### config.mk
export PLATFORM = sky130hd
export DESIGN_NAME = button_bank
export DESIGN_NICKNAME = d
export VERILOG_FILES = /design/src/rtl/button_bank.sv
export SDC_FILE = /design/constraint.sdc
export NUM_CORES = 1
export LEC_CHECK = 0
export CORE_ASPECT_RATIO = 1.2
export CORE_UTILIZATION = 56
export CTS_BUF_LIST = sky130_fd_sc_hd__clkbuf_4 sky130_fd_sc_hd__clkbuf_8 sky130_fd_sc_hd__clkbuf_16
export CTS_CLUSTER_DIAMETER = 50
export CTS_CLUSTER_SIZE = 30
export DETAILED_ROUTE_END_ITERATION = 10
export PLACE_DENSITY = 0.88
export REMOVE_ABC_BUFFERS = 1
export SYNTH_ARGS = -nofsm -noshare
export SYNTH_HDL_FRONTEND = slang
export SYNTH_SLANG_ARGS = --single-unit
### constraint.sdc
create_clock -name clk -period 7.85 [get_ports clk]
set_input_delay 2.355 -clock clk [delete_from_list [all_inputs] [get_ports clk]]
set_output_delay 2.355 -clock clk [all_outputs]
set_load 0.05 [all_outputs]
### src/rtl/button_bank.sv
// Multi-channel push-button conditioner: per channel a synchroniser, symmetric
// debouncer, press/release pulses, long-press detection and auto-repeat.
module button_bank #(
   parameter int NUM_CH          = 4,
   parameter int SYNC_STAGES     = 2,
   parameter int DEBOUNCE_CYCLES = 50000,
   parameter int HOLD_CYCLES     = 25000000,
   parameter int REPEAT_CYCLES   = 5000000,
   parameter int ACTIVE_LOW      = 0
) (
   input  logic              clk,
   input  logic              rst,
   input  logic [NUM_CH-1:0] button,
   output logic [NUM_CH-1:0] pressed,
   output logic [NUM_CH-1:0] press_pulse,
   output logic [NUM_CH-1:0] release_pulse,
   output logic [NUM_CH-1:0] long_pulse,
   output logic [NUM_CH-1:0] held,
   output logic [NUM_CH-1:0] repeat_pulse
);

   localparam int DW   = (DEBOUNCE_CYCLES > 1) ? $clog2(DEBOUNCE_CYCLES) : 1;
   localparam int HW_H = (HOLD_CYCLES > 1) ? $clog2(HOLD_CYCLES) : 1;
   localparam int HW_R = (REPEAT_CYCLES > 1) ? $clog2(REPEAT_CYCLES) : 1;
   localparam int HW   = (HW_H > HW_R) ? HW_H : HW_R;

   localparam logic [DW-1:0] DEB_LAST  = DW'(DEBOUNCE_CYCLES - 1);
   localparam logic [DW-1:0] D_ONE     = DW'(1);
   localparam logic [HW-1:0] HOLD_LAST = HW'((HOLD_CYCLES > 0) ? HOLD_CYCLES - 1 : 0);
   localparam logic [HW-1:0] REP_LAST  = HW'((REPEAT_CYCLES > 0) ? REPEAT_CYCLES - 1 : 0);
   localparam logic [HW-1:0] H_ONE     = HW'(1);
   localparam logic          HOLD_EN   = (HOLD_CYCLES > 0) ? 1'b1 : 1'b0;
   localparam logic          REP_EN    = (REPEAT_CYCLES > 0) ? 1'b1 : 1'b0;
   localparam logic          POL       = (ACTIVE_LOW != 0) ? 1'b1 : 1'b0;

   for (genvar i = 0; i < NUM_CH; i++) begin : g_ch
      logic [SYNC_STAGES-1:0] sync_q, sync_d;
      logic [DW-1:0]          dcnt_q, dcnt_d;
      logic [HW-1:0]          hcnt_q, hcnt_d;
      logic pressed_q, pressed_d, press_q, press_d, rel_q, rel_d;
      logic long_q, long_d, held_q, held_d, rep_q, rep_d;
      logic s;

      assign s = sync_q[SYNC_STAGES-1];

      always_comb begin
         sync_d    = {sync_q[SYNC_STAGES-2:0], button[i] ^ POL};
         dcnt_d    = dcnt_q;
         pressed_d = pressed_q;
         press_d   = 1'b0;
         rel_d     = 1'b0;
         hcnt_d    = hcnt_q;
         held_d    = held_q;
         long_d    = 1'b0;
         rep_d     = 1'b0;

         // Any sample matching the accepted level restarts the stability count.
         if (s == pressed_q) begin
            dcnt_d = '0;
         end else if (dcnt_q == DEB_LAST) begin
            dcnt_d    = '0;
            pressed_d = ~pressed_q;
            press_d   = ~pressed_q;
            rel_d     = pressed_q;
         end else begin
            dcnt_d = dcnt_q + D_ONE;
         end

         // Hold timing runs only while pressed stays high across the edge, so
         // the press edge keeps hcnt at 0 and the release edge swallows pulses.
         if (!(pressed_q && pressed_d) || !HOLD_EN) begin
            hcnt_d = '0;
            held_d = 1'b0;
         end else if (!held_q) begin
            if (hcnt_q == HOLD_LAST) begin
               long_d = 1'b1;
               held_d = 1'b1;
               hcnt_d = '0;
            end else begin
               hcnt_d = hcnt_q + H_ONE;
            end
         end else if (!REP_EN) begin
            hcnt_d = hcnt_q;
         end else if (hcnt_q == REP_LAST) begin
            rep_d  = 1'b1;
            hcnt_d = '0;
         end else begin
            hcnt_d = hcnt_q + H_ONE;
         end
      end

      always_ff @(posedge clk or posedge rst) begin
         if (rst) begin
            sync_q    <= '0;
            dcnt_q    <= '0;
            hcnt_q    <= '0;
            pressed_q <= 1'b0;
            press_q   <= 1'b0;
            rel_q     <= 1'b0;
            long_q    <= 1'b0;
            held_q    <= 1'b0;
            rep_q     <= 1'b0;
         end else begin
            sync_q    <= sync_d;
            dcnt_q    <= dcnt_d;
            hcnt_q    <= hcnt_d;
            pressed_q <= pressed_d;
            press_q   <= press_d;
            rel_q     <= rel_d;
            long_q    <= long_d;
            held_q    <= held_d;
            rep_q     <= rep_d;
         end
      end

      assign pressed[i]       = pressed_q;
      assign press_pulse[i]   = press_q;
      assign release_pulse[i] = rel_q;
      assign long_pulse[i]    = long_q;
      assign held[i]          = held_q;
      assign repeat_pulse[i]  = rep_q;
   end

endmodule

==> After elaboration in Yosys (flattened, before gate mapping) <==
Cells that the tools add are included.
W data, S select, Z words.
{ "classes": {"n_mux": 80, "n_addsub": 8, "n_bitwise": 4, "reduce_logical": 4, "eq_ne": 16} }
{ "op_table": {"columns": ["operator", "count"], "rows": [
  ["$mux W25", 16],
  ["$mux W16", 8],
  ["$add A25 B1 Y25 const B", 4],
  ["$eq A25 B23 Y1 const B", 4],
  ["$eq A25 B25 Y1 const B", 4],
  ["$add A16 B1 Y16 const B", 4],
  ["$eq A16 B16 Y1 const B", 4],
  ["$mux W1", 56],
  ["$eq A1 B1 Y1", 4],
  ["$logic_and A1 B1 Y1", 4],
  ["$not A1 Y1", 4]
]} }
{ "totals": {"out_inout_bits": 24, "word_cells": 148, "reg_bits": 196, "inputBits": 6} }

==> Logic depth before layout (Yosys ltp) <==
Gate-level depths: netlist of run 1.
{ "logic_depth": {"ltp_word": 5, "mapped_depth": 7, "ltp_nobuf": 5} }

==> Worst setup path after synthesis of run 1 <==
OpenSTA, ideal clock, no wires.
{ "synth_timing": {"kind": "register to output", "startpoint": "reg g_ch[0].pressed_q", "endpoint": "out pressed[0]", "arrival_ns": 0.597, "stages_incl_launch_ff": 2, "required_ns": 5.495, "setup_slack_ns": 4.898, "n_path_buf": 1, "cell_sequence": "dfrtp_1 > buf_4"} }
{ "synth_rtl": {"columns": ["item", "line_no", "rtl"], "rows": [
  ["start, declared", "40", "logic pressed_q, pressed_d, press_q, press_d, rel_q, rel_d;"],
  ["start signal, assigned", "107", "pressed_q <= pressed_d;"],
  ["end, declared", "14", "output logic [NUM_CH-1:0] pressed,"]
]} }
No word-level cell between the ends.

==> Final worst setup path of run 1 <==
{ "layout_timing": {"startpoint": "reg g_ch[0].pressed_q", "endpoint": "out pressed[0]"} }
No word-level cell between the ends.

==> results.md, run 1 <==
• **mean instance size in the synthesized netlist** 10.1 µm²
• **Clock Skew** 0.0118 ns
• **count of endpoints failing setup in the final report** 0
• **insertion delay to the later sink of the worst-skew pair** 0.44 ns
• **met2 global-route usage** 38.8%
• **gate count of the mapped netlist** 977
• **HPWL reported at the end of detailed placement** 12800 µm
• **Die W** 123 µm
• **routed via count divided by cell count** 6.37
• **sequential element share of the synthesized area** 49.8%
• **Synth warnings** 0
• **final max-slew violation count** 0
• **Layout Area Growth over Synthesis** 10.1%
• **element type at the critical path end** primary output
• **die height** 147 µm
• **GRT Residual Overflow** 0
• **post-route non-filler standard cell count** 1202
• **Inserted Diodes** 0
• **number of buffers and inverters on the critical path** 1
• **overall track demand over capacity in global routing** 23.7%
• **placeable core region** 0.0170 mm²
• **clock input transition at the sequential cells of the worst setup and hold paths** 0.07 ns
• **wire length of the first global-routing pass** 34500 µm
• **setup fix buffers added after clock tree synthesis** 0
• **final wirelength** 20100 µm
• **Crit Reg-Reg Startpoint** g_ch[1].hcnt_q[8]
• **kind of cell adding the most delay to the critical path** buffers and inverters
• **iteration-0 DRC count of the detailed router** 621
• **Placer Congestion** 0.816
• **outcome** finished clean
• **startpoint of the lowest-slack hold path** g_ch[2].sync_q[0]
• **ys flop type** dfrtp_1
• **net count of the finished layout** 987
• **Residual DRC** 0
• **summed area of non-filler cells in the final layout** 0.0108 mm²
• **number of cell rows** 52
• **largest stage delay on the critical path** 0.84 ns
• **time the worst path needs with I/O delays and setup** 4.09 ns
• **data required time of the critical path** 5.50 ns
• **most heavily used metal layer in global routing** met2
• **total of hold buffers inserted after clock tree synthesis** 0
• **Sum Neg Setup Slack** 0 ns
• **number of nets still failing antenna checks after routing** 0
• **depth of the most critical reg-to-reg path** 4
• **CTS sink cnt** 196
• **worst ir drop on vdd** 0.160 mV
• **I/O pin cnt** 30
• **worst setup path startpoint** g_ch[0].pressed_q
• **number of filler cells placed in the layout** 1308
• **number of unique standard cell types used by synthesis** 44
• **largest fanout of any net on the critical path** 6
• **Worst Path Class, Setup** reg2out
• **setup repair after global routing missed its margin** false
• **pin count of the biggest net entering global routing** 147
• **cells resized by post-CTS repair** 0
• **relative max-transition margin** 19.5%
• **final count of hold timing violations** 0
• **worst setup slack for register-to-register paths** 5.18 ns
• **kind of launch point of the worst setup path** flop
• **class of the worst hold path** reg2reg
• **placed instance count** 1170
• **cells along the critical path** clkdlybuf4s50_1
• **starting utilization of the core area** 57.8%
• **share of the clock period used by the worst path** 52.1%
• **endpoint of the most critical register-to-register path** g_ch[1].hcnt_q[4]
• **data arrival at the endpoint of the critical path** 1.74 ns
• **1st-pass router iterations** 5
• **fraction of final layout cells sized beyond drive strength 1** 6.09%
• **die area** 0.0181 mm²
• **Placement Cell Area** 0.0102 mm²
• **instance count along the most critical hold path** 0
• **power per cell area** 189 mW/mm²
• **slew at the pin with the worst max-slew slack** 1.21 ns
• **htree depth** 4
• **Port Buffers** 29
• **Wirelength per Cell** 16.7 µm
• **DR vias** 7658
• **flip-flop and latch count after synthesis** 196
• **Clock Tree Buf Depth** 2
• **number of max-capacitance violations reported** 0
• **Critical-path top delay cell** clkdlybuf4s50_1
• **Leak** 4.00 nW
• **proportion of synthesized flip-flops having asynchronous set or reset** 100%
• **GRT met3 Usage** 4.46%
• **CTS Buf Count** 17
• **met1 Usage GRT** 31.0%
• **TritonCTS clock tree** yes
• **top achievable clock speed** 244 MHz
• **number of antenna violations at the first check in global routing** 0
• **root buffer selected by CTS** clkbuf_16
• **number of global-route vias before repair** 7400
• **Synth Cell Area** 0.00984 mm²
• **EDFF count, synth** 0
• **end of the worst hold path** g_ch[2].sync_q[1]
## metrics by stage
step	worst slack (ns)	hold WS (ns)	total power, mW	utilization [%]
after floorplan	0.154	0.331	1.07	-
after global placement	3.54	0.333	1.08	59.7
after detailed placement	3.53	0.336	1.08	59.7
after CTS	3.76	0.352	2.06	63.6
after global routing	3.69	0.373	2.11	63.6
final	3.76	0.350	2.05	63.6
## how the worst max path moves through the flow
| stage | end | depth (start not counted) |
|---|---|---|
| final | pressed[0] | 1 |
| after global routing | pressed[0] | 1 |
| after CTS | pressed[0] | 1 |
| after detailed placement | g_ch[1].long_q | 3 |
| after global placement | g_ch[3].sync_q[0] | 3 |
| after floorplan | g_ch[0].dcnt_q[0] | 1 |
## cell families after synthesis
| family | synth area share, % |
|---|---|
| xor gates and xnor gates | 8.63 |
| buffers and inverters | 4.08 |
| and+or+nand+nor | 27.5 |
| AOI/OAI and AO/OA | 8.50 |
| DFF | 49.8 |
| adders and majority gates | 1.02 |
| muxes | 0.458 |
## per-layer routing
layer,vias to the layer above,wire [µm]
li1,3627,-
met1,3786,8700
met2,203,10200
met3,42,721
met4,0,456
met5,-,0
## report_power, final
group	internal [mW]	total (mW)	switching, mW
Sequential	1.02	1.02	0.00672
Combinational	0.00823	0.0362	0.0280
Clock	0.602	0.992	0.391
## cell usage after synthesis (29+ instances only)
master,number,area share (%)
or4_1,29,2.2
nand3_1,58,2.9
or3_1,37,2.4
nor2_1,59,2.2
nand2_1,53,2.0
o21ai_0,29,1.5
nor3_1,77,3.9
xnor2_1,55,4.9
nand4_1,45,2.9
a211oi_1,42,3.2
xor2_1,42,3.7
dfrtp_1,196,50
## flip-flops by register name (all words and copies together), names as in the netlist
name            count
g_ch.hcnt_q       100
g_ch.dcnt_q        64
g_ch.sync_q         8
g_ch.held_q         4
g_ch.long_q         4
g_ch.press_q        4
g_ch.pressed_q      4
g_ch.rel_q          4
g_ch.rep_q          4
## cell type report
class / count / area [µm²] / area share (%)
clock inverters: 15 / 249 / 2.30
flip-flops and latches: 196 / 4900 / 45.2
repair buffers: 35 / 335 / 3.09
multi-input cells: 701 / 4570 / 42.1
inverters: 22 / 90.1 / 0.831
well taps: 216 / 270 / 2.49
clock buffers: 17 / 425 / 3.92
## cell usage in the layout, fill, tap and decap left out, drive strengths merged, types with 2 or more instances in the layout
| cell | synthesis | routed |
|---|---|---|
| a211oi | 45 | 45 |
| a21oi | 12 | 12 |
| and2 | 7 | 7 |
| and3 | 20 | 20 |
| and4 | 16 | 16 |
| and4b | 5 | 5 |
| buf | 33 | 6 |
| bufinv | 0 | 6 |
| clkbuf | 25 | 17 |
| clkdlybuf4s50 | 0 | 29 |
| clkinv | 0 | 4 |
| dfrtp | 196 | 196 |
| ha | 8 | 8 |
| inv | 22 | 26 |
| mux2 | 4 | 4 |
| nand2 | 53 | 53 |
| nand3 | 59 | 59 |
| nand4 | 45 | 45 |
| nand4b | 2 | 2 |
| nor2 | 59 | 59 |
| nor3 | 77 | 77 |
| nor3b | 10 | 10 |
| nor4 | 20 | 20 |
| nor4b | 9 | 9 |
| nor4bb | 13 | 13 |
| o21ai | 32 | 32 |
| o21ba | 2 | 2 |
| o22ai | 2 | 2 |
| o31ai | 26 | 26 |
| or2 | 3 | 3 |
| or3 | 37 | 37 |
| or4 | 30 | 30 |
| or4b | 2 | 2 |
| xnor2 | 55 | 55 |
| xor2 | 42 | 42 |
Note: power is estimated with default switching activity, not from simulation.
==> inputs of run 2 (changes only) <==
--- a/config.mk
+++ b/config.mk
@@ -6,12 +6,12 @@
 export NUM_CORES = 1
 export LEC_CHECK = 0
 export CORE_ASPECT_RATIO = 1.2
-export CORE_UTILIZATION = 56
+export CORE_UTILIZATION = 60
 export CTS_BUF_LIST = sky130_fd_sc_hd__clkbuf_4 sky130_fd_sc_hd__clkbuf_8 sky130_fd_sc_hd__clkbuf_16
 export CTS_CLUSTER_DIAMETER = 50
 export CTS_CLUSTER_SIZE = 30
 export DETAILED_ROUTE_END_ITERATION = 10
-export PLACE_DENSITY = 0.88
+export PLACE_DENSITY = 0.89
 export REMOVE_ABC_BUFFERS = 1
 export SYNTH_ARGS = -nofsm -noshare
 export SYNTH_HDL_FRONTEND = slang
==> constraint.sdc (replaced) <==
create_clock -name clk -period 3.8 [get_ports clk]
set_input_delay 1.14 -clock clk [delete_from_list [all_inputs] [get_ports clk]]
set_output_delay 1.14 -clock clk [all_outputs]
set_load 0.05 [all_outputs]
==> run 2 against run 1 <==
Clock power is 81% higher; power is 95% higher; first-iteration DRC count decreased by 4.0%; core utilization rose by 4.7 points; design area is 0.33% lower; sequential share of layout area grew 0.15 points; clock-buffer cell count grew 6; non-clock buffer count rose by 6; cell count down 0.17%; register-to-register slack worse by 3.8 ns; critical path type unchanged; largest cell class unchanged; largest power group unchanged; highest routed layer unchanged.
==> results.md, run 2 (synthesis gave the netlist of run 1 again) <==
• **final count of hold timing violations** 0, unchanged
• **fraction of final layout cells sized beyond drive strength 1** 6.65%, was 6.09%
• **power per cell area** 370 mW/mm², was 189 mW/mm²
• **CTS Buf Count** 17, unchanged
• **routed via count divided by cell count** 6.39, was 6.37
• **kind of cell adding the most delay to the critical path** buffers and inverters, unchanged
• **setup repair after global routing missed its margin** false, unchanged
• **Sum Neg Setup Slack** 0 ns, unchanged
• **Port Buffers** 29, unchanged
• **number of buffers and inverters on the critical path** 1, unchanged
• **htree depth** 4, unchanged
• **Top reg by flops** g_ch.hcnt_q, unchanged
• **data required time of the critical path** 2.66 ns, was 5.50 ns
• **most frequent cells in the layout** dfrtp_1, nor3_1, nor2_1, nand3_1, xnor2_1, unchanged
• **final max-slew violation count** 0, unchanged
• **most frequent standard cell in the layout excluding fill and tap cells** dfrtp_1, unchanged
• **final wirelength** 20700 µm, was 20100 µm
• **cells along the critical path** clkdlybuf4s50_1, unchanged
• **Residual DRC** 0, unchanged
• **summed area of non-filler cells in the final layout** 0.0108 mm², about the same
• **die area** 0.0169 mm², was 0.0181 mm²
• **post-route non-filler standard cell count** 1200, was 1202
• **slew at the pin with the worst max-slew slack** 1.15 ns, was 1.21 ns
• **placed instance count** 1168, was 1170
• **largest stage delay on the critical path** 0.84 ns, about the same
• **endpoint of the most critical register-to-register path** g_ch[1].hcnt_q[23], was g_ch[1].hcnt_q[4]
• **wire length of the first global-routing pass** 36000 µm, was 34500 µm
• **worst setup path startpoint** g_ch[2].pressed_q, was g_ch[0].pressed_q
• **1st-pass router iterations** 5, unchanged
• **iteration-0 DRC count of the detailed router** 596, was 621
• **number of nets still failing antenna checks after routing** 0, unchanged
• **Util after Layout** 68.3%, was 63.6%
• **logic depth of the worst path, buffers included** 1, unchanged
• **number of global-route vias before repair** 7602, was 7400
• **pin count of the biggest net entering global routing** 93, was 147
• **TritonCTS clock tree** yes, unchanged
• **total of hold buffers inserted after clock tree synthesis** 0, unchanged
• **root buffer selected by CTS** clkbuf_16, unchanged
• **number of max-capacitance violations reported** 0, unchanged
• **Crit Reg-Reg Startpoint** g_ch[1].hcnt_q[8], unchanged
• **Clock Tree Buf Depth** 2, unchanged
• **setup slack after layout** 0.948 ns, was 3.76 ns
• **Clock Skew** 0.00985 ns, was 0.0118 ns
• **top achievable clock speed** 351 MHz
• **starting utilization of the core area** 62.2%, was 57.8%
• **element type at the critical path end** primary output, unchanged
• **HPWL reported at the end of detailed placement** 13400 µm, was 12800 µm
• **cells resized by post-CTS repair** 0, unchanged
• **time the worst path needs with I/O delays and setup** 2.85 ns
• **Die W** 119 µm, was 123 µm
• **Setup WS pre-CTS** 1.38 ns, was 3.53 ns
• **relative max-transition margin** 23.7%, was 19.5%
• **number of antenna violations at the first check in global routing** 0, unchanged
• **CTS sink cnt** 196, unchanged
• **Layout Area Growth over Synthesis** 9.77%, was 10.1%
• **data arrival at the endpoint of the critical path** 1.71 ns, was 1.74 ns
• **kind of launch point of the worst setup path** flop, unchanged
• **flip-flop count of the largest register after layout** 100, unchanged
• **Critical-path top delay cell** clkdlybuf4s50_1, unchanged
• **count of endpoints failing setup in the final report** 0, unchanged
• **GRT Residual Overflow** 0, unchanged
• **worst ir drop on vdd** 0.381 mV, was 0.160 mV
• **instance count along the most critical hold path** 0, unchanged
• **number of filler cells placed in the layout** 1132, was 1308
• **net count of the finished layout** 993, was 987
• **die height** 142 µm, was 147 µm
• **Min Hold Slack** 0.358 ns, was 0.350 ns
• **overall track demand over capacity in global routing** 26.3%, was 23.7%
• **insertion delay to the later sink of the worst-skew pair** 0.44 ns, about the same
• **setup fix buffers added after clock tree synthesis** 0, unchanged
• **outcome** finished clean, unchanged
• **Worst Path Class, Setup** reg2out, unchanged
• **Leak** 4.00 nW, about the same
• **placeable core region** 0.0158 mm², was 0.0170 mm²
• **Placer Congestion** 0.873, was 0.816
• **clock input transition at the sequential cells of the worst setup and hold paths** 0.06 ns, was 0.07 ns
• **class of the worst hold path** reg2reg, unchanged
• **Inserted Diodes** 0, unchanged
• **largest fanout of any net on the critical path** 6, unchanged
• **DR vias** 7670, was 7658
• **Wirelength per Cell** 17.3 µm, was 16.7 µm
• **depth of the most critical reg-to-reg path** 5, was 4
• **largest registers in the final layout** g_ch.hcnt_q: 100 flops, g_ch.dcnt_q: 64 flops, g_ch.sync_q: 8 flops, unchanged
• **Placement Cell Area** 0.0102 mm², about the same
• **number of cell rows** 50, was 52
• **share of the clock period used by the worst path** 75.1%
• **total power consumption of the routed design** 3.99 mW, was 2.05 mW
• **worst setup slack for register-to-register paths** 1.34 ns, was 5.18 ns
• **end of the worst hold path** g_ch[1].sync_q[1], was g_ch[2].sync_q[1]
• **I/O pin cnt** 30, unchanged
• **startpoint of the lowest-slack hold path** g_ch[1].sync_q[0], was g_ch[2].sync_q[0]
-- run 2: cell count changes in the layout (fill, tap and decap cells not counted) --
cell       delta
clkinv_4      -1
inv_8         -1
clkinv_2      +2
bufinv_16     -4
inv_6         -2
clkbuf_8      +3
buf_4         +5
clkbuf_4      +3
buf_12        +1
-- run 2: how the worst max path moves through the flow --
| stage | end | slack [ns] |
|---|---|---|
| after floorplan | g_ch[0].dcnt_q[0] | -2.68 |
| after global placement | g_ch[1].hcnt_q[14] | 1.41 |
| after detailed placement | g_ch[3].sync_q[0] | 1.38 |
| after CTS | pressed[1] | 0.92 |
| after global routing | pressed[3] | 0.88 |
| final | pressed[2] | 0.95 |
-- run 2: layer usage --
metal,vias to the layer above,track usage (%),share of wire [%]
met1,3790,33.1,43
met3,50,4.05,3.3
met2,193,44.4,51
met5,-,0,0
li1,3637,-,-
met4,0,13.2,2.7
-- run 2: cell type report --
| class | instances | area (µm²) | area share [%] |
|---|---|---|---|
| clock buffers | 23 | 489 | 4.53 |
| clock inverters | 9 | 101 | 0.938 |
| inverters | 22 | 90.1 | 0.834 |
| multi-input cells | 701 | 4570 | 42.3 |
| flip-flops and latches | 196 | 4900 | 45.4 |
| well taps | 208 | 260 | 2.41 |
| repair buffers | 41 | 393 | 3.64 |
-- run 2: power by group --
group	total [mW]	switching (mW)	internal [mW]
sequential	2.11	0.0142	2.10
combinational	0.0813	0.0599	0.0213
clock	1.80	0.758	1.04
total	3.99	0.832	3.16
